$ cat config.mk
export PLATFORM = sky130hd
export DESIGN_NAME = sar_search4
export DESIGN_NICKNAME = d
export VERILOG_FILES = /design/src/rtl/sar_search4.sv
export SDC_FILE = /design/constraint.sdc
export NUM_CORES = 1
export LEC_CHECK = 0
export ABC_CLOCK_PERIOD_IN_PS = 5250
export CAP_MARGIN = 15
export CORE_MARGIN = 2
export CORE_UTILIZATION = 52
export CTS_CLUSTER_DIAMETER = 30
export DETAILED_ROUTE_END_ITERATION = 8
export PLACE_DENSITY = 0.77
export SYNTH_ARGS = -nofsm -noshare
export SYNTH_HDL_FRONTEND = slang
export SYNTH_SLANG_ARGS = --single-unit
$ cat constraint.sdc
create_clock -name clk -period 5.25 [get_ports clk]
set_input_delay 1.05 -clock clk [delete_from_list [all_inputs] [get_ports clk]]
set_output_delay 1.05 -clock clk [all_outputs]
set_load 0.02 [all_outputs]
$ cat src/rtl/sar_search4.sv
`default_nettype none
// ============================================================================
//  Module   : sar_search4
//  Brief    : 4-bit successive-approximation search. Probes candidates against
//             an external combinational comparator, one probe per cycle.
//  Revision : 1.0 - initial release
// ============================================================================
module sar_search4 (
    input  logic       clk,
    input  logic       rst,
    input  logic       start,
    input  logic       cmp_g,
    input  logic       cmp_e,
    input  logic       cmp_l,
    output logic [3:0] cand,
    output logic       busy,
    output logic       done,
    output logic       found,
    output logic       err,
    output logic [3:0] result,
    output logic [2:0] steps
);

    localparam logic [1:0] c_idle  = 2'd0;
    localparam logic [1:0] c_probe = 2'd1;
    localparam logic [1:0] c_done  = 2'd2;

    logic [1:0] r_state;
    logic [3:0] r_cand;
    logic [3:0] r_lo;
    logic [3:0] r_hi;
    logic [3:0] r_result;
    logic [2:0] r_steps;
    logic       r_found;
    logic       r_err;

    logic [1:0] w_state_nxt;
    logic [3:0] w_cand_nxt;
    logic [3:0] w_lo_nxt;
    logic [3:0] w_hi_nxt;
    logic [3:0] w_result_nxt;
    logic [2:0] w_steps_nxt;
    logic       w_found_nxt;
    logic       w_err_nxt;

    logic [1:0] w_flag_cnt;
    logic       w_onehot;
    logic [4:0] w_sum_up;
    logic [4:0] w_sum_dn;

    assign w_flag_cnt = {1'b0, cmp_g} + {1'b0, cmp_e} + {1'b0, cmp_l};
    assign w_onehot   = (w_flag_cnt == 2'd1);

    // Midpoints of the shrunken interval; 5-bit sums avoid overflow at 15+15.
    // The down sum is only used when cand > lo, so cand-1 never underflows.
    assign w_sum_up = {1'b0, r_cand} + 5'd1 + {1'b0, r_hi};
    assign w_sum_dn = {1'b0, r_lo} + {1'b0, r_cand} - 5'd1;

    always_comb begin
        w_state_nxt  = r_state;
        w_cand_nxt   = r_cand;
        w_lo_nxt     = r_lo;
        w_hi_nxt     = r_hi;
        w_result_nxt = r_result;
        w_steps_nxt  = r_steps;
        w_found_nxt  = r_found;
        w_err_nxt    = r_err;
        case (r_state)
            c_idle: begin
                if (start) begin
                    w_state_nxt = c_probe;
                    w_lo_nxt    = 4'd0;
                    w_hi_nxt    = 4'd15;
                    w_cand_nxt  = 4'd7;
                    w_steps_nxt = 3'd0;
                    w_found_nxt = 1'b0;
                    w_err_nxt   = 1'b0;
                end
            end
            c_probe: begin
                w_steps_nxt = r_steps + 3'd1;
                if (!w_onehot) begin
                    w_state_nxt = c_done;
                    w_err_nxt   = 1'b1;
                end else if (cmp_e) begin
                    w_state_nxt  = c_done;
                    w_found_nxt  = 1'b1;
                    w_result_nxt = r_cand;
                end else if (cmp_g) begin
                    // Target claimed above the top of the interval: no match.
                    if (r_cand == r_hi) begin
                        w_state_nxt = c_done;
                    end else begin
                        w_lo_nxt   = r_cand + 4'd1;
                        w_cand_nxt = w_sum_up[4:1];
                    end
                end else begin
                    if (r_cand == r_lo) begin
                        w_state_nxt = c_done;
                    end else begin
                        w_hi_nxt   = r_cand - 4'd1;
                        w_cand_nxt = w_sum_dn[4:1];
                    end
                end
            end
            c_done: begin
                w_state_nxt = c_idle;
            end
            default: begin
                w_state_nxt = c_idle;
            end
        endcase
    end

    always_ff @(posedge clk or posedge rst) begin
        if (rst) begin
            r_state  <= c_idle;
            r_cand   <= 4'd0;
            r_lo     <= 4'd0;
            r_hi     <= 4'd15;
            r_result <= 4'd0;
            r_steps  <= 3'd0;
            r_found  <= 1'b0;
            r_err    <= 1'b0;
        end else begin
            r_state  <= w_state_nxt;
            r_cand   <= w_cand_nxt;
            r_lo     <= w_lo_nxt;
            r_hi     <= w_hi_nxt;
            r_result <= w_result_nxt;
            r_steps  <= w_steps_nxt;
            r_found  <= w_found_nxt;
            r_err    <= w_err_nxt;
        end
    end

    assign cand   = r_cand;
    assign busy   = (r_state == c_probe);
    assign done   = (r_state == c_done);
    assign found  = r_found;
    assign err    = r_err;
    assign result = r_result;
    assign steps  = r_steps;

endmodule
`default_nettype wire

==> metrics.yaml <==
status:
  status: "completed"
critical_path:
  critPathLaunchType: "primary input"
  worst-path-max-fanout: 13
  worst-setup-path-type: "primary input to flop"
  arrival_ps: 3690
  cp-startpoint: "cmp_g"
  worstPathRequired_ps: 5470
  end_kind: "flop"
  reg2reg_from: "cand[2]$_DFFE_PP0P_"
timing:
  min_period_over_period: 0.660
  finalSetupTns_ps: 0
  setup_viol: 0
  slew_headroom: 0.391
  rsz0062_at_grt: "no"
  max_freq_mhz: 288
  timing.hold.ws_ps: 501
  fin_skew_ps: 3.78
  hold_violations: 0
  slew_violations: 0
  tightestPinTransition_ps: 913
  fin_crit_ps: 3470
synth:
  seq_area_frac_synth: 0.395
  yosys_warnings: 0
  synth_edf_count: 0
  avgSynthCellArea_sq_um: 9.86
  async_flop_share: 1.00
  syn_inst: 149
  yosys_most_used_dff: "dfrtp_1"
  synth-seq-cells: 23
  syn_nets: 172
  syn_area_sq_um: 1470
  ys_types: 36
route:
  dr.first_iter.drc_count: 32
  drc: 0
  dr.pass1.iters: 4
  vias_per_cell: 5.58
  drtAntennaViolNets: 0
  vias: 1122
  wl_um: 3260
  detail_route.wl_per_cell_um: 16.2
power:
  swShare: 0.436
  power_leakage_nw: 0.796
  pwr-share-comb: 0.579
  power.switching_mw: 0.390
  seqPwrFrac: 0.325
  powerDensity_nw_per_um2: 520
  ir_worst_vdd_uv: 332
  clock_power_share: 0.096
  p_int_mw: 0.505
finish:
  final_nets: 194
  final_area_sq_um: 1720
  syn_to_final_growth_pct: 17.2
  stdcell_count: 201
  drive_above_1_share: 0.0882
  diodes: 0
clocking:
  cts_hold_buf: 0
  postCtsSetupBuffers: 0
  root_buffer: "clkbuf_4"
  cts_resized: 0
  insertion_delay_ps: 320
  cts_sinks: 23
  cts_tree: "yes"
  cts_buffer_depth: 2
  htree_levels: 1
  path_clk_slew_ps: 130
  cts_inserted_buffers: 3
grt:
  grt_pass1_wl_um: 5510
  grt_pass1_vias: 1175
  grt_usage: 0.220
  overflow: 0
  antenna_found_initial: 0
  grt_start_max_net_pins: 24
placement:
  portBuffers: 20
  dp_cells: 197
  place_congestion: 0.876
  post_dp_cell_area_sq_um: 1700
  dpl.hpwl_um: 2530
floorplan:
  core_sq_um: 2710
  dieArea_sq_um: 3270
  fp.dieW_um: 57.2
  rows: 19
  start_util: 0.542
  io_pins: 21
  die_h_um: 57.2
hold_path:
  hold_path.startpoint: "result[2]$_DFFE_PP0P_"
  hold_path_class: "flop to flop"
job:
  cap_violations: 0
==> final timing paths <==
path                       slack (ps)  depth (start not counted)                     to
max reg2reg                      2750                          6    r_hi[2]$_DFFE_PP1P_
min in group asynchronous        1210                          2   steps[1]$_DFFE_PP0P_
max                              1780                          7    r_lo[0]$_DFFE_PP0P_
min reg2reg                       500                          2  result[2]$_DFFE_PP0P_
min                               500                          2  result[2]$_DFFE_PP0P_
max in group asynchronous        3490                          2    cand[0]$_DFFE_PP0P_
==> area by class of cell <==
class,instances,area [sq um]
fill,243,988
multi-input combinational,103,801
sequential,23,581
timing repair buffer,20,200
inverter,20,75.1
tap,31,38.8
clock buffer,4,26.3
==> power groups by stage <==
stage	Clock [mW]	Sequential (mW)	Combinational, mW
2_1_floorplan	0	0.322	0.304
3_3_place_gp	0	0.292	0.491
3_5_place_dp	0	0.295	0.515
4_1_cts	0.0881	0.291	0.518
5_1_grt	0.0950	0.301	0.570
6_report	0.0859	0.291	0.518
==> state kept, by name, indices dropped and copies added (netlist names) <==
name     cells
cand         4
r_hi         4
r_lo         4
result       4
steps        3
r_state      2
err          1
found        1
==> synthesized netlist by cell type, types with 2 or more instances <==
master,count,area (sq um)
nand2b_1,4,25.0
nor3_1,2,10.0
xor2_1,3,26.3
dfrtp_1,19,475
nand2_1,13,48.8
nand3_1,2,10.0
nor4_1,2,12.5
o21ai_0,11,55.1
a21oi_1,5,25.0
nor2_1,7,26.3
fa_1,3,60.1
mux2i_1,6,60.1
xnor2_1,4,35.0
dfstp_2,4,105
a22o_1,2,17.5
mux2_2,4,45.0
nor2b_1,4,25.0
clkbuf_1,2,7.51
inv_1,20,75.1
o21a_1,3,22.5
ha_1,14,175
==> worst max-delay path: stages <==
cell             delay [ps]
clkdlybuf4s50_1         630
fa_1                    660
nor2b_1                 230
nand3b_1                110
a21oi_1                 270
a21boi_2                360
mux2_2                  370
==> cells in the final DEF, fill, tap and decap left out, types with 2 or more instances in the layout <==
cell type        instances
o21ai_0                 11
nand2b_1                 4
xnor2_1                  4
clkdlybuf4s50_1         20
a21oi_1                  5
mux2_2                   4
nor4_1                   2
inv_1                   20
fa_1                     3
dfstp_2                  4
xor2_1                   3
ha_1                    14
dfrtp_1                 19
nor3_1                   2
clkbuf_4                 3
nor2b_1                  4
mux2i_1                  6
a22o_1                   2
nor2_1                   7
o21a_1                   3
nand3_1                  2
nand2_1                 13
==> per-layer routing <==
layer	GRT usage	up-vias	share of wire
li1	-	547	-
met1	0.305	530	0.46
met2	0.345	38	0.47
met3	0.0385	7	0.054
met4	0.0897	0	0.017
met5	0	-	0
==> kinds of logic after synthesis <==
family / count (synthesis) / synth area share
and+or+nand+nor: 40 / 0.143
AOI/OAI and AO/OA: 29 / 0.129
buffers and inverters: 23 / 0.0596
DFF: 23 / 0.395
adders and majority gates: 17 / 0.160
muxes: 10 / 0.0715
xor gates and xnor gates: 7 / 0.0417
==> through the flow <==
stage,total power [mW],setup WS [ps],util
after floorplan,0.627,2440,-
final,0.895,1780,0.635
after detailed placement,0.810,1490,0.626
after CTS,0.897,1830,0.635
after global placement,0.782,1660,0.626
after global routing,0.966,1660,0.635
No activity file was read; power rests on OpenSTA's default activity.
